--- src/rtl/sp_ram_ctrl_wrapper.sv ---
// Generic single-port RAM behind a valid/ready request port, with per-byte write
// masking, optional output register and a zero-fill sequencer.
module sp_ram_ctrl_wrapper #(
  parameter int DATA_WIDTH    = 32,
  parameter int DEPTH         = 32,
  parameter int ADDR_WIDTH    = $clog2(DEPTH),
  parameter int OUT_REG       = 0,
  parameter int INIT_ON_RESET = 1
) (
  input  logic                    clk,
  input  logic                    rst,
  input  logic                    req_valid,
  output logic                    req_ready,
  input  logic                    req_we,
  input  logic [ADDR_WIDTH-1:0]   req_addr,
  input  logic [DATA_WIDTH-1:0]   req_wdata,
  input  logic [DATA_WIDTH/8-1:0] req_be,
  output logic                    rsp_valid,
  output logic [DATA_WIDTH-1:0]   rsp_rdata,
  input  logic                    init_start,
  output logic                    init_busy,
  output logic                    init_done
);
  localparam int NB = DATA_WIDTH / 8;
  localparam logic [ADDR_WIDTH-1:0] LAST_ADDR   = ADDR_WIDTH'(DEPTH - 1);
  localparam logic [ADDR_WIDTH-1:0] PENULT_ADDR = ADDR_WIDTH'(DEPTH - 2);

  typedef enum logic {IDLE, INIT} state_t;

  state_t                  state;
  logic [ADDR_WIDTH-1:0]   cnt;
  logic                    access;
  logic                    fill;
  logic                    mem_en;
  logic                    rd;
  logic                    ceb;
  logic                    web;
  logic [ADDR_WIDTH-1:0]   mem_addr;
  logic [DATA_WIDTH-1:0]   mem_wdata;
  logic [NB-1:0]           be;
  logic [DATA_WIDTH-1:0]   bweb;
  logic [DATA_WIDTH-1:0]   mem [DEPTH];
  logic                    rd_valid;
  logic [DATA_WIDTH-1:0]   rd_data;

  // Macro-style control: the same enable would drive the ICG on an ASIC build.
  assign access    = req_valid && req_ready;
  assign fill      = (state == INIT);
  assign mem_en    = !rst && (access || fill);
  assign ceb       = !mem_en;
  assign web       = !(fill || req_we);
  assign rd        = !ceb && web;
  assign mem_addr  = fill ? cnt : req_addr;
  assign mem_wdata = fill ? '0 : req_wdata;
  assign be        = fill ? '1 : req_be;

  for (genvar gi = 0; gi < NB; gi++) begin : g_bweb
    assign bweb[gi*8 +: 8] = {8{~be[gi]}};
  end

  always_ff @(posedge clk) begin
    if (!ceb && !web) begin
      for (int b = 0; b < NB; b++) begin
        if (!bweb[b*8]) mem[mem_addr][b*8 +: 8] <= mem_wdata[b*8 +: 8];
      end
    end
  end

  // Read register only loads on reads, so rsp_rdata holds between responses.
  always_ff @(posedge clk or posedge rst) begin
    if (rst) begin
      rd_valid <= 1'b0;
      rd_data  <= '0;
    end else begin
      rd_valid <= rd;
      if (rd) rd_data <= mem[mem_addr];
    end
  end

  if (OUT_REG != 0) begin : g_out_reg
    logic                  out_valid;
    logic [DATA_WIDTH-1:0] out_data;
    always_ff @(posedge clk or posedge rst) begin
      if (rst) begin
        out_valid <= 1'b0;
        out_data  <= '0;
      end else begin
        out_valid <= rd_valid;
        if (rd_valid) out_data <= rd_data;
      end
    end
    assign rsp_valid = out_valid;
    assign rsp_rdata = out_data;
  end else begin : g_no_out_reg
    assign rsp_valid = rd_valid;
    assign rsp_rdata = rd_data;
  end

  // init_done is set one cycle early so it is high during the last fill write.
  always_ff @(posedge clk or posedge rst) begin
    if (rst) begin
      state     <= (INIT_ON_RESET != 0) ? INIT : IDLE;
      cnt       <= '0;
      init_busy <= (INIT_ON_RESET != 0);
      req_ready <= (INIT_ON_RESET == 0);
      init_done <= 1'b0;
    end else begin
      init_done <= 1'b0;
      case (state)
        IDLE: begin
          if (init_start) begin
            state     <= INIT;
            init_busy <= 1'b1;
            req_ready <= 1'b0;
          end
        end
        INIT: begin
          if (cnt == PENULT_ADDR) init_done <= 1'b1;
          if (cnt == LAST_ADDR) begin
            cnt       <= '0;
            state     <= IDLE;
            init_busy <= 1'b0;
            req_ready <= 1'b1;
          end else begin
            cnt <= cnt + 1'b1;
          end
        end
        default: state <= IDLE;
      endcase
    end
  end

  always_ff @(posedge clk) begin
    if (!rst && access) assert (32'(req_addr) < DEPTH);
  end
endmodule

--- config.mk ---
export PLATFORM = sky130hd
export DESIGN_NAME = sp_ram_ctrl_wrapper
export DESIGN_NICKNAME = d
export VERILOG_FILES = /design/src/rtl/sp_ram_ctrl_wrapper.sv
export SDC_FILE = /design/constraint.sdc
export NUM_CORES = 1
export LEC_CHECK = 0
export BUFFER_PORTS_ARGS = -buffer_cell sky130_fd_sc_hd__buf_2
export CORE_ASPECT_RATIO = 1.75
export CORE_MARGIN = 4
export CORE_UTILIZATION = 50
export DETAILED_ROUTE_END_ITERATION = 10
export PLACE_DENSITY = 0.69
export SLEW_MARGIN = 20
export SYNTH_ARGS = -nofsm -noshare
export SYNTH_HDL_FRONTEND = slang
export SYNTH_SLANG_ARGS = --single-unit
--- constraint.sdc ---
create_clock -name clk -period 7.3 [get_ports clk]
set_input_delay 1.46 -clock clk [delete_from_list [all_inputs] [get_ports clk]]
set_output_delay 1.46 -clock clk [all_outputs]
set_load 0.1 [all_outputs]
# Word-level counts from Yosys, hierarchy flattened
# Memory sizes are Yosys's and may differ from the RTL's. A register that Yosys moved wholly into a read port is not among the register bits.
# Cells that the tools add are included.
# totals
in_bits	46
latch_bits	0
out_inout_bits	36
word_cells	49
mem_bits_rw	1024
rom_bits	0
n_memories	1
register_bits	10
# mem_list
name	depth	width	read_ports	rd_clocked_by_memory_dff	wr	line	text
mem	32	32	1	1	1	42	logic [DATA_WIDTH-1:0] mem [DEPTH];
# classes
n_eq_ne	4
muxes	27
n_mul	0
n_bitwise	1
addsub	1
reduce_logical	9
order_cmp	0
shift	0
div	0
# op_table
operator	count
$mux W32	1
$mux W1	20
$eq A5 B5 Y1 const B	2
$mux W5	2
$pmux W1 S2	3
$add A5 B1 Y5 const B	1
$logic_and A1 B1 Y1	4
$mux W4	1
$logic_not A1 Y1	2
$logic_or A1 B1 Y1	2
$ne A2 B1 Y1 const B	1
$ne A2 B2 Y1 const B	1
$reduce_and A2 Y1	1
$not A1 Y1	1

# Depth between registers and ports, before layout
# depth
ltp_word	6
mapped_depth	11

# Worst setup path before layout
# OpenSTA, ideal clock, no wires.
# synth_timing
kind	input port to flip-flop
from	input req_addr[4]
to	memory mem[21][16], enable pin
setup_slack_ps	3788
required_ps	6917
arrival_time_ps	3129
cell_stages	6
path_buffers	3
setup_time_ps	383
path_cell_list	nor4bb_1 nor2_1 clkbuf_1 clkbuf_1 buf_1 nor3_1
# synth_between
elab_chain_len	1
# synth_lines
element	line	text
start: declaration	15	input logic [ADDR_WIDTH-1:0] req_addr,
$mux W5	53	assign mem_addr = fill ? cnt : req_addr;
end: declaration	42	
# No other way between the ends.

# Final worst setup path
# layout_timing
from	register state (netlist: fill)
to	register rd_data[1] (netlist: rsp_rdata[1]) (read register of mem)
# layout_between
elab_chain_len	3
elab_cells_between_ends	6
# layout_lines
element	line	text
start: declaration	30	state_t state;
start signal: assignment	102	state <= (INIT_ON_RESET != 0) ? INIT : IDLE;
$logic_or A1 B1 Y1, on equally long branches	49, 51	
$logic_and A1 B1 Y1 or $logic_not A1 Y1 (tied branches)	49, 51	
$logic_and A1 B1 Y1	52	assign rd = !ceb && web;
end: declaration	44	logic [DATA_WIDTH-1:0] rd_data;
# Parallel ways exist; a longest one is shown, timed or not.
# A chain may end at the register's enable or synchronous reset.

==> impl_metrics.yaml <==
global_routing:
  antenna_found_initial: 2
  grt_usage_pct: 25.9
  grt_max_degree: 102
  grt_pass1_vias: 24200
  grt-ovfl-total: 0
  grt_pass1_wl_um: 165000
critical_path:
  max_stage_delay_ps: 1250
  crit_buf_inv: 1
  startpoint_type: "register"
  critical_path.endpoint_type: "register"
  critPathSlowestCell: "dfstp_4"
  reg2reg_to: "rsp_rdata[1]"
  crit_type: "reg -> reg"
  r2r_start: "fill"
  critPathTopFamily: "multiplexers"
  r2r_slack_ps: 2810
  crit_chain: "mux2_4, buf_4, mux4_2, a222oi_1, a31oi_1"
  ff2ff_path_depth: 5
  cp.arrival_ps: 5000
  cp_data_required_time_ps: 7810
  critPathMaxFanout: 75
cts:
  cts_buffers: 87
  ctsResizeCount: 0
  cts_tree: "done"
  cts.sinks: 1066
  cts-htree-levels: 3
  cts-root-buf: "clkbuf_16"
  clock_path_buffers: 3
  holdBufCountCts: 0
  clk_latency_ps: 670
  clk_pin_slew_ps: 70
  postCtsSetupBuffers: 0
synth:
  ys_seq_area_share_pct: 77.0
  synth.distinct_cells: 53
  netlist_area_mm2: 0.0413
  yosys_warnings: 0
  netlist_instances: 2424
  synth_top_cell_by_area: "edfxtp_1"
  synthArstFlopShare_pct: 3.94
  synth_top_area_share_pct: 74.4
  synthFlopType: "edfxtp_1"
  synth_area_leaders: "edfxtp_1, mux4_2, mux2i_1"
  ys_seq_elements: 1066
  syn_area_per_cell_um2: 17.0
  synth_edf_count: 1024
  syn-num-nets: 2473
route:
  drt_wl_total_um: 114000
  drtIter0Drc: 2789
  vias: 23900
  wl_per_cell_um: 31.0
  postRouteAntennaNets: 0
  dr.pass1.iters: 6
  drc_errors: 0
  vias_per_cell: 6.49
power_and_ir_drop:
  peakVddDrop_uv: 352
  power_mw: 18.2
  clkPwrFrac_pct: 25.5
  leakage_nw: 15.4
  p_int_mw: 11.5
  sequentialPowerShare_pct: 41.5
  switching_share_pct: 36.9
  p_per_area_mw_per_mm2: 392
  power_switching_mw: 6.72
  share_comb_of_total_power_pct: 32.9
final_layout:
  final_cell_mix: "edfxtp_1, nand2_1, a21oi_1"
  layout_commonest_cell: "edfxtp_1"
  syn_to_final_growth_pct: 12.7
  fin_nets: 2597
  utilization_pct: 56.7
  final_cell_area_mm2: 0.0466
  final_layout_size_suffix_gt1_share_pct: 21.7
floorplan:
  die_w_um: 225
  start_util_pct: 50.3
  io_pins: 82
  dieArea_mm2: 0.0875
  die_height_um: 388
  core_area_mm2: 0.0821
  rows: 139
sta:
  final-hold-violation-count: 0
  fin_crit_ps: 4490
  clock.fmax_mhz: 223
  finalSetupViolations: 0
  period_share_pct: 61.5
  setup_tns_ps: 0
  finalClockSkew_ps: 27.6
  slew_headroom_pct: 22.7
  grt_setup_unrepaired: "no"
  worst_slew_pin_slew_ps: 1160
  final_max_slew_viol_count: 0
min_path:
  min_from: "init_busy"
  hold_class: "reg -> reg"
  min_path_cells: 1
  hold_end: "init_busy"
placed_design:
  place.port_buffers: 81
  place_congestion: 0.897
  place_hpwl_um: 71300
  dpl_cell_area_mm2: 0.0436
flow_run:
  cap_violations: 0
run_status:
  status: "completed"
## layer usage
metal	track usage, %	share of wire [%]	vias up
li1	-	-	9937
met1	32.0	34	12100
met2	43.5	50	1479
met3	4.70	9.2	329
met4	13.8	6.1	2
met5	0	0.035	-
## power by group through the flow
stage / logic (mW) / registers (mW) / clock network (mW)
final: 6.01 / 7.57 / 4.65
after global routing: 6.22 / 7.61 / 4.93
after CTS: 5.91 / 7.57 / 4.68
after detailed placement: 5.88 / 7.70 / 0
after global placement: 5.73 / 7.68 / 0
after floorplan: 3.31 / 8.18 / 0
## through the flow
stage	hold slack (ps)	instances	worst slack (ps)
after floorplan	599	2424	3790
after global placement	481	3513	2680
after detailed placement	496	3515	2640
after CTS	508	3675	2790
after global routing	528	3676	2660
final	505	3678	2810
## cell usage after synthesis (5+ instances only)
library cell     n
o21ai_0         24
dfrtp_1         40
o22ai_1         64
clkbuf_1        80
and4b_1          5
a22oi_1        126
or2_2            5
a2111oi_2        9
nor2_1          46
inv_1            5
mux4_2          76
nor3_1         146
buf_1           10
a22o_1           9
a31oi_1         30
mux2i_1        148
buf_6           17
buf_4           12
nand2_1        186
nor2b_1         37
buf_2           46
o21ai_1         12
a21oi_1        165
a221oi_1        12
edfxtp_1      1024
nor4_1          35
## registers in the layout, indices dropped and copies added, names as in the netlist
register   flops
init_done      1
init_busy      1
req_ready      1
rsp_rdata     32
rsp_valid      1
cnt            5
fill           1
mem         1024
## cell type report
| type | count | area [um2] |
|---|---|---|
| inverter | 6 | 22.5 |
| antenna | 2 | 5.00 |
| multi-input combinational | 1187 | 9270 |
| timing repair buffer | 200 | 1340 |
| clock buffer | 109 | 2360 |
| tap | 1057 | 1320 |
| clock inverter | 51 | 432 |
| sequential | 1066 | 31800 |
| fill | 6145 | 35500 |
## cells by family (layout without fill, tap and decap cells)
logic type	count (synthesis)	in the layout	synth area share, %
flip-flops	1066	1066	77.0
multiplexers	229	229	7.88
AO/OA/AOI/OAI	467	467	7.25
AND/OR/NAND/NOR	488	488	5.71
other	0	2	0
adder cells (fa/ha/maj)	3	3	0.0908
buffers and inverters	171	366	2.11
## worst max-delay path by stage
| stage | startpoint | depth (start not counted) | slack, ps | endpoint |
|---|---|---|---|---|
| 2_1_floorplan | req_addr[4] | 6 | 3790 | mem[21][16] |
| 6_report | fill | 5 | 2810 | rsp_rdata[1] |
| 3_5_place_dp | req_addr[0] | 6 | 2640 | rsp_rdata[1] |
| 5_1_grt | fill | 6 | 2660 | rsp_rdata[8] |
| 4_1_cts | fill | 5 | 2790 | rsp_rdata[1] |
| 3_3_place_gp | req_addr[1] | 6 | 2680 | rsp_rdata[1] |
Note: power is estimated with default switching activity, not from simulation.
